$ cat config.mk
export PLATFORM = sky130hd
export DESIGN_NAME = regfile_wb_arbiter_flat
export DESIGN_NICKNAME = d
export VERILOG_FILES = /design/src/rtl/regfile_wb_arbiter_if.sv /design/src/rtl/regfile_wb_arbiter.sv /design/src/flat_wrapper.sv
export SDC_FILE = /design/constraint.sdc
export NUM_CORES = 1
export LEC_CHECK = 0
export ABC_CLOCK_PERIOD_IN_PS = 2460
export BUFFER_PORTS_ARGS = -buffer_cell sky130_fd_sc_hd__buf_2
export CAP_MARGIN = 20
export CELL_PAD_IN_SITES_DETAIL_PLACEMENT = 1
export CELL_PAD_IN_SITES_GLOBAL_PLACEMENT = 1
export CORE_MARGIN = 8
export CORE_UTILIZATION = 31
export CTS_CLUSTER_DIAMETER = 60
export CTS_CLUSTER_SIZE = 12
export DETAILED_ROUTE_END_ITERATION = 6
export PLACE_DENSITY = 0.95
export SLEW_MARGIN = 20
export SYNTH_ARGS = -nofsm -noshare
export SYNTH_HDL_FRONTEND = slang
export SYNTH_SLANG_ARGS = --single-unit
$ cat constraint.sdc
create_clock -name clk -period 2.46 [get_ports clk]
set_input_delay 0.369 -clock clk [delete_from_list [all_inputs] [get_ports clk]]
set_output_delay 0.369 -clock clk [all_outputs]
set_load 0.005 [all_outputs]
$ cat src/rtl/regfile_wb_arbiter_if.sv
// rtl/regfile_wb_arbiter_if.sv - write-back request bus and register-file write port bundle
interface regfile_wb_arbiter_if #(
  parameter int NREQ = 3,
  parameter int AW   = 5,
  parameter int DW   = 32
);
  logic                 stall;
  logic [NREQ-1:0]      req_valid;
  logic [NREQ-1:0]      req_ready;
  logic [NREQ*AW-1:0]   req_addr;
  logic [NREQ*DW-1:0]   req_data;
  logic                 wen;
  logic [AW-1:0]        wraddr;
  logic [DW-1:0]        wrdata;
  logic [AW-1:0]        hz_addr1;
  logic [AW-1:0]        hz_addr2;
  logic                 hz_hit1;
  logic                 hz_hit2;

  modport master (
    output stall, req_valid, req_addr, req_data, hz_addr1, hz_addr2,
    input  req_ready, wen, wraddr, wrdata, hz_hit1, hz_hit2
  );

  modport slave (
    input  stall, req_valid, req_addr, req_data, hz_addr1, hz_addr2,
    output req_ready, wen, wraddr, wrdata, hz_hit1, hz_hit2
  );
endinterface

$ cat src/rtl/regfile_wb_arbiter.sv
// rtl/regfile_wb_arbiter.sv - register-file write-port arbiter with hazard lookup
// WB_ARB_RR_EN selects round-robin arbitration; fixed priority (lowest index wins) otherwise.
module regfile_wb_arbiter #(
  parameter int NREQ = 3,
  parameter int AW   = 5,
  parameter int DW   = 32
) (
  input  logic                 clk,
  input  logic                 rst_n,
  regfile_wb_arbiter_if.slave  bus
);
  localparam int PW = (NREQ > 1) ? $clog2(NREQ) : 1;

  logic [NREQ-1:0] grant;
  logic            xfer;
  logic [AW-1:0]   sel_addr;
  logic [DW-1:0]   sel_data;
  logic            wen_q, wen_d;
  logic [AW-1:0]   wraddr_q, wraddr_d;
  logic [DW-1:0]   wrdata_q, wrdata_d;
  logic            hit1, hit2;

`ifdef WB_ARB_RR_EN
  logic [PW-1:0]   rr_ptr_q, rr_ptr_d;

  // Scan offsets from rr_ptr; the first valid candidate in rotated order wins.
  always_comb begin
    grant    = '0;
    xfer     = 1'b0;
    sel_addr = '0;
    sel_data = '0;
    rr_ptr_d = rr_ptr_q;
    if (!bus.stall) begin
      for (int k = 0; k < NREQ; k++) begin
        for (int j = 0; j < NREQ; j++) begin
          if (!xfer && bus.req_valid[j] && (((int'(rr_ptr_q) + k) % NREQ) == j)) begin
            xfer     = 1'b1;
            grant[j] = 1'b1;
            sel_addr = bus.req_addr[j*AW +: AW];
            sel_data = bus.req_data[j*DW +: DW];
            rr_ptr_d = PW'((j + 1) % NREQ);
          end
        end
      end
    end
  end

  always_ff @(posedge clk or negedge rst_n) begin
    if (!rst_n) rr_ptr_q <= '0;
    else        rr_ptr_q <= rr_ptr_d;
  end
`else
  always_comb begin
    grant    = '0;
    xfer     = 1'b0;
    sel_addr = '0;
    sel_data = '0;
    if (!bus.stall) begin
      for (int j = 0; j < NREQ; j++) begin
        if (!xfer && bus.req_valid[j]) begin
          xfer     = 1'b1;
          grant[j] = 1'b1;
          sel_addr = bus.req_addr[j*AW +: AW];
          sel_data = bus.req_data[j*DW +: DW];
        end
      end
    end
  end
`endif

  // x0 writes are accepted but never raise wen; address/data still load.
  always_comb begin
    wen_d    = xfer && (sel_addr != '0);
    wraddr_d = xfer ? sel_addr : wraddr_q;
    wrdata_d = xfer ? sel_data : wrdata_q;
  end

  always_ff @(posedge clk or negedge rst_n) begin
    if (!rst_n) begin
      wen_q    <= 1'b0;
      wraddr_q <= '0;
      wrdata_q <= '0;
    end else begin
      wen_q    <= wen_d;
      wraddr_q <= wraddr_d;
      wrdata_q <= wrdata_d;
    end
  end

  // Pending writes are either still requesting or sitting in the output register.
  always_comb begin
    hit1 = 1'b0;
    hit2 = 1'b0;
    for (int j = 0; j < NREQ; j++) begin
      if (bus.req_valid[j] && (bus.req_addr[j*AW +: AW] == bus.hz_addr1)) hit1 = 1'b1;
      if (bus.req_valid[j] && (bus.req_addr[j*AW +: AW] == bus.hz_addr2)) hit2 = 1'b1;
    end
    if (wen_q && (wraddr_q == bus.hz_addr1)) hit1 = 1'b1;
    if (wen_q && (wraddr_q == bus.hz_addr2)) hit2 = 1'b1;
    if (bus.hz_addr1 == '0) hit1 = 1'b0;
    if (bus.hz_addr2 == '0) hit2 = 1'b0;
  end

  assign bus.req_ready = grant;
  assign bus.wen       = wen_q;
  assign bus.wraddr    = wraddr_q;
  assign bus.wrdata    = wrdata_q;
  assign bus.hz_hit1   = hit1;
  assign bus.hz_hit2   = hit2;
endmodule

$ cat src/flat_wrapper.sv
// flat-port wrapper written by rule: the top's interface ports become plain ports
module regfile_wb_arbiter_flat 
#(
  parameter int NREQ = 3,
  parameter int AW   = 5,
  parameter int DW   = 32
)
  (clk, rst_n, bus_stall, bus_req_valid, bus_req_addr, bus_req_data, bus_hz_addr1, bus_hz_addr2, bus_req_ready, bus_wen, bus_wraddr, bus_wrdata, bus_hz_hit1, bus_hz_hit2);
  regfile_wb_arbiter_if #(.NREQ(NREQ), .AW(AW), .DW(DW)) bus_i ();
  input  logic clk;
  input  logic rst_n;
  input wire logic [$bits(bus_i.stall)-1:0] bus_stall;
  input wire logic [$bits(bus_i.req_valid)-1:0] bus_req_valid;
  input wire logic [$bits(bus_i.req_addr)-1:0] bus_req_addr;
  input wire logic [$bits(bus_i.req_data)-1:0] bus_req_data;
  input wire logic [$bits(bus_i.hz_addr1)-1:0] bus_hz_addr1;
  input wire logic [$bits(bus_i.hz_addr2)-1:0] bus_hz_addr2;
  output wire logic [$bits(bus_i.req_ready)-1:0] bus_req_ready;
  output wire logic [$bits(bus_i.wen)-1:0] bus_wen;
  output wire logic [$bits(bus_i.wraddr)-1:0] bus_wraddr;
  output wire logic [$bits(bus_i.wrdata)-1:0] bus_wrdata;
  output wire logic [$bits(bus_i.hz_hit1)-1:0] bus_hz_hit1;
  output wire logic [$bits(bus_i.hz_hit2)-1:0] bus_hz_hit2;
  assign bus_i.stall = bus_stall;
  assign bus_i.req_valid = bus_req_valid;
  assign bus_i.req_addr = bus_req_addr;
  assign bus_i.req_data = bus_req_data;
  assign bus_i.hz_addr1 = bus_hz_addr1;
  assign bus_i.hz_addr2 = bus_hz_addr2;
  assign bus_req_ready = bus_i.req_ready;
  assign bus_wen = bus_i.wen;
  assign bus_wraddr = bus_i.wraddr;
  assign bus_wrdata = bus_i.wrdata;
  assign bus_hz_hit1 = bus_i.hz_hit1;
  assign bus_hz_hit2 = bus_i.hz_hit2;
  regfile_wb_arbiter #(.NREQ(NREQ), .AW(AW), .DW(DW)) u_core (.clk(clk), .rst_n(rst_n), .bus(bus_i));
endmodule
### Yosys cells after proc, flatten, opt, wreduce, memory -nomap -nowiden

Cells that the tools add are included.

* word-level logic and storage cells: 54
* bits in writable memories: 0
* output and inout port bits: 43
* memories: 0
* bits in latches: 0
* input bits: 127
* ROM bits: 0
* register bits after elaboration: 38

* $mul: 0
* reduce and logical (&&, ||, !) cells: 16
* $lt $le $gt $ge: 0
* bitwise operators: 0
* add/subtract/negate cells: 0
* div/mod/pow operators: 0
* equality and inequality tests: 8
* mux-type cells: 27
* shift operators: 0

Operators with widths (count)
* 32-bit 2-to-1 mux: 4
* 5-bit equality test: 8
* 5-bit 2-to-1 mux: 4
* 1-bit 2-to-1 mux: 18
* 1-bit logical AND: 11
* 5-bit zero test: 2
* 5-bit nonzero test: 1
* 3-bit 2-to-1 mux: 1
* 1-bit zero test: 2

### Longest topological paths before layout

* depth after elaboration: 12
* depth in mapped cells: 7
* depth with buffers taken out: 5

### Least setup slack after synthesis

OpenSTA, ideal clock, no wires.

* kind: input to output
* start point: input port bus_hz_addr2[1]
* end point: output port bus_hz_hit2
* stages on the path: 6
* data required time: 2.091 ns
* path slack: 0.826 ns
* arrival: 1.265 ns
* path buffers: 1
* path through: clkbuf_1 xor2_1 nor4_1 nand3_1 nand4_1 o21a_1

* cells in the longest elaborated chain, start to end: 7
* elaborated cells between the ends (all ways): 14
* those cells by class: eq/ne (4); mux (5); reduce/logical (5)

Ends and longest elaborated chain
* from (decl): RTL line flat_wrapper.sv:17 `input wire logic [$bits(bus_i.hz_addr2)-1:0] bus_hz_addr2;`
* 5-bit equality test: RTL line regfile_wb_arbiter.sv:96 `if (bus.req_valid[j] && (bus.req_addr[j*AW +: AW] == bus.hz_addr2)) hit2 = 1'b1;`
* 1-bit logical AND: RTL line regfile_wb_arbiter.sv:96
* 1-bit 2-to-1 mux (3 in a row): RTL line regfile_wb_arbiter.sv:96
* 1-bit 2-to-1 mux: RTL line regfile_wb_arbiter.sv:99 `if (wen_q && (wraddr_q == bus.hz_addr2)) hit2 = 1'b1;`
* 1-bit 2-to-1 mux (*): RTL line regfile_wb_arbiter.sv:101 `if (bus.hz_addr2 == '0) hit2 = 1'b0;`
* to (decl): RTL line flat_wrapper.sv:23 `output wire logic [$bits(bus_i.hz_hit2)-1:0] bus_hz_hit2;`

Mark *: on every way between the ends. The rest lies on a longest branch, timed or not.

### Worst setup path after layout

* start point: register u_core.wraddr_q[2], in the netlist u_core.bus.wraddr[2]
* end point: output port bus_hz_hit2

* cells in the longest elaborated chain, start to end: 4

Ends and longest elaborated chain
* from (decl): RTL line regfile_wb_arbiter.sv:19 `logic [AW-1:0] wraddr_q, wraddr_d;`
* from (signal assigned): RTL line regfile_wb_arbiter.sv:85 `wraddr_q <= wraddr_d;`
* 5-bit equality test: RTL line regfile_wb_arbiter.sv:99
* 1-bit logical AND: RTL line regfile_wb_arbiter.sv:99
* 1-bit 2-to-1 mux: RTL line regfile_wb_arbiter.sv:99
* 1-bit 2-to-1 mux: RTL line regfile_wb_arbiter.sv:101

Every way passes these cells.

==> impl_metrics.csv <==
group,metric,value,unit
drt,top_layer,"met4",
clock_network,ctsResizeCount,0,
clock_network,insertion_delay,0.28,ns
clock_network,htree_levels,2,
cells_and_area,final_nets,597,
drt,final_antenna_net_count,0,
synthesis,syn_nets,451,
floorplanning,core.rowCount,33,
critical_path,worst-r2r-cell-count,2,
cells_and_area,syn_to_final_growth,36.50,%
pwr,power,1.797,mW
pwr,power.internal,1.238,mW
cells_and_area,n_antenna_cell,0,
synthesis,synthMuxAreaShare,0,
sta,clock-skew-final,0,ns
sta,layout_setup_ws,0.3320,ns
sta,fmax,469.9,MHz
floorplanning,ios,170,
drt,remaining_drc_errors,0,
sta,setup_viol,0,
pwr,switching_share,0.3109,
sta,finalCriticalPeriod,2.128,ns
floorplanning,die_y,107.9,um
status,outcome,"complete, no violations",
clock_network,postCtsSetupBuffers,0,
clock_network,cts_root_buf,"clkbuf_8",
cells_and_area,drive_above_1_share,0.3992,
sta,tns,0,ns
global_routing,grt_usage,0.1817,
synthesis,syn_area,2619,um2
cells_and_area,final_area,3575,um2
critical_path,r2r-end,"u_core.bus.wraddr[2]",
clock_network,cts_made_buffers,5,
clock_network,clockBufferDepth,2,
clock_network,cts_tree,"done",
sta,relSlewSlack,0.4230,
floorplanning,initial_core_util,0.3187,
pwr,ir_drop,0.2010,mV
drt,drt_pass1_iterations,4,
clock_network,clkSlewWorstSetupHoldPaths,0.07,ns
placed_design,dp_hpwl,8558,um
pwr,p_switching,558.8,uW
placed_design,gp_congestion,0.9099,
critical_path,slowest_stage,"dfrtp_1",
drt,route.met2.wl,5500,um
critical_path,cp_cell_sequence,"xor2_1 -> nor4_1 -> nand3_1 -> nand4_1 -> o21a_1 -> buf_2",
synthesis,synthAdderAreaFrac,0,
drt,wl,10550,um
drt,drt_iter0_markers,66,
synthesis,synth_top_family_by_area,"compound AO/OA/AOI/OAI gates",
pwr,share_seq_of_total_power,0.420,
synthesis,synth_compound_area_frac,0.2580,
sta,finalCritPeriodShare,0.8650,
synthesis,ys_seq_area_frac,0.3631,
critical_path,reg2reg_from,"u_core.bus.wraddr[2]",
critical_path,worstPathRequired,2.09,ns
synthesis,synth_cell_types,28,
clock_network,hold_buffers,0,
placed_design,io_buffers,169,
global_routing,overflow,0,
sta,worstMarginPinSlew,0.8655,ns
synthesis,synth_xor_xnor_area_share,0.1338,
sta,finalHoldViolCount,0,
synthesis,synth-simple-area-share,0.1787,
pwr,power_frac_clock,0.276,
pwr,powerDensity,502.8,nW/um2
synthesis,synthCells,324,
pwr,p_leak,1.790,nW
drt,routedWlPerCell,18.31,um
critical_path,arrival,1.76,ns
floorplanning,core_area,8217,um2
critical_path,critical_path.endpoint_type,"primary output",
sta,slew_violations,0,
floorplanning,die-width,107.9,um
pwr,pwr-share-comb,0.304,
critical_path,r2r_slack,1.72,ns
placed_design,pre_cts_slack,0.3512,ns
synthesis,yosys_warnings,0,
critical_path,crit_fanout,4,
global_routing,first_global_vias,3363,
synthesis,synth_seq_cells,38,
floorplanning,die_area,11640,um2
drt,viasPerCell,5.057,
global_routing,grt_max_degree,70,
worst_hold_path,hold_path.class,"in2async",
drt,wirelength_met1,4133,um
critical_path,crit_path_start_kind,"flop",
critical_path,critPathKind,"reg2out",
clock_network,cts_sinks,38,
synthesis,avgSynthCellArea,8.083,um2
global_routing,grt_pass1_wl,16990,um
drt,num_vias,2913,
cells_and_area,postLayoutCoreUtil,0.4351,
drt,wl_met3,809,um
critical_path,slowest_delay,0.45,ns
run,max_cap_violations,0,
global_routing,antenna_found_initial,0,
sta,rsz0062_at_grt,"false",
placed_design,dpl_cell_area,3462,um2
[registers in the layout, summed over array words and instances (netlist names)]
signal / count
u_core.bus.wraddr: 5
u_core.bus.wrdata: 32
u_core.bus.wen: 1
[power by group through the flow]
stage | clock (mW) | sequential (mW) | combinational, mW
2_1_floorplan | 0 | 0.767 | 0.271
4_1_cts | 0.511 | 0.757 | 0.554
5_1_grt | 0.544 | 0.768 | 0.612
3_3_place_gp | 0 | 0.764 | 0.532
6_report | 0.496 | 0.755 | 0.546
3_5_place_dp | 0 | 0.769 | 0.553
[through the flow]
stage          std cells  hold WS (ns)
2_1_floorplan        324       0.07341
3_3_place_gp         568        0.4618
3_5_place_dp         568        0.4756
4_1_cts              576        0.2305
5_1_grt              576        0.2645
6_report             576        0.1996
[final cells by class]
type / instances / area, um2
well taps: 105 / 131.4
flip-flops and latches: 38 / 950.9
clock buffers: 8 / 110.1
fillers: 1042 / 4642
multi-input cells: 251 / 1499
repair buffers: 174 / 883.3
[logic make-up (layout without fill, tap and decap cells)]
logic type      Yosys count  after routing
compound gates          108            108
simple gates            103            103
xor+xnor                 40             40
flops                    38             38
buf+inv                  35            182
[worst max-delay path by stage]
stage | from | to | slack [ns] | cells past startpoint
floorplan | bus_hz_addr2[1] | bus_hz_hit2 | 0.83 | 6
global placement | bus_req_valid[1] | u_core.bus.wrdata[16] | 0.45 | 4
detailed placement | bus_req_valid[1] | u_core.bus.wrdata[16] | 0.35 | 4
CTS | u_core.bus.wraddr[2] | bus_hz_hit2 | 0.32 | 6
global route | u_core.bus.wraddr[2] | bus_hz_hit2 | 0.23 | 6
finish | u_core.bus.wraddr[2] | bus_hz_hit2 | 0.33 | 6
[worst max-delay path, delay by kind of cell (launching register included)]
kind / cells / cell delay, ns
simple gates: 3 / 0.61
flops: 1 / 0.45
xor+xnor: 1 / 0.17
compound gates: 1 / 0.14
buf+inv: 1 / 0.11
[cell usage in the layout, fill, tap and decap left out, types with 2 or more instances in the layout]
| master | netlist | layout |
|---|---|---|
| nand2_1 | 40 | 40 |
| a21oi_1 | 32 | 32 |
| buf_2 | 12 | 169 |
| nor3_1 | 2 | 2 |
| buf_4 | 1 | 5 |
| xnor2_1 | 8 | 8 |
| nand3_1 | 8 | 8 |
| nand4_1 | 3 | 3 |
| a2bb2oi_2 | 3 | 3 |
| a22oi_1 | 36 | 36 |
| o21a_1 | 2 | 2 |
| dfrtp_1 | 38 | 38 |
| or4_1 | 2 | 2 |
| nor4_1 | 8 | 8 |
| nor2b_1 | 4 | 3 |
| clkbuf_8 | 0 | 8 |
| o21ai_1 | 32 | 32 |
| xor2_1 | 32 | 32 |
| nor2_1 | 32 | 32 |
[synthesized netlist by cell type (all sizes together)]
cell type   n  area share
nand4       3      0.0072
a22oi      36        0.10
or2         2      0.0048
a2bb2oi     4       0.021
a21oi      32       0.061
nor4        8       0.019
xnor2       8       0.027
or4         2      0.0057
nand3       8       0.015
nor2       32       0.046
clkbuf     18       0.026
a221oi      1      0.0033
nor2b       4      0.0096
o21a        2      0.0057
xor2       32        0.11
nand2      40       0.057
buf        17       0.040
a21o        1      0.0029
o21ai      32       0.061
dfrtp      38        0.36
nor3        2      0.0038
nor3b       2       0.010
[metal layers]
| metal | global-route usage | up-vias |
|---|---|---|
| met4 | 0.03667 | 0 |
| met2 | 0.3311 | 111 |
| met1 | 0.2047 | 1360 |
| met3 | 0.05269 | 12 |
| li1 | - | 1430 |
| met5 | 0 | - |
(Power assumes the default switching activity.)
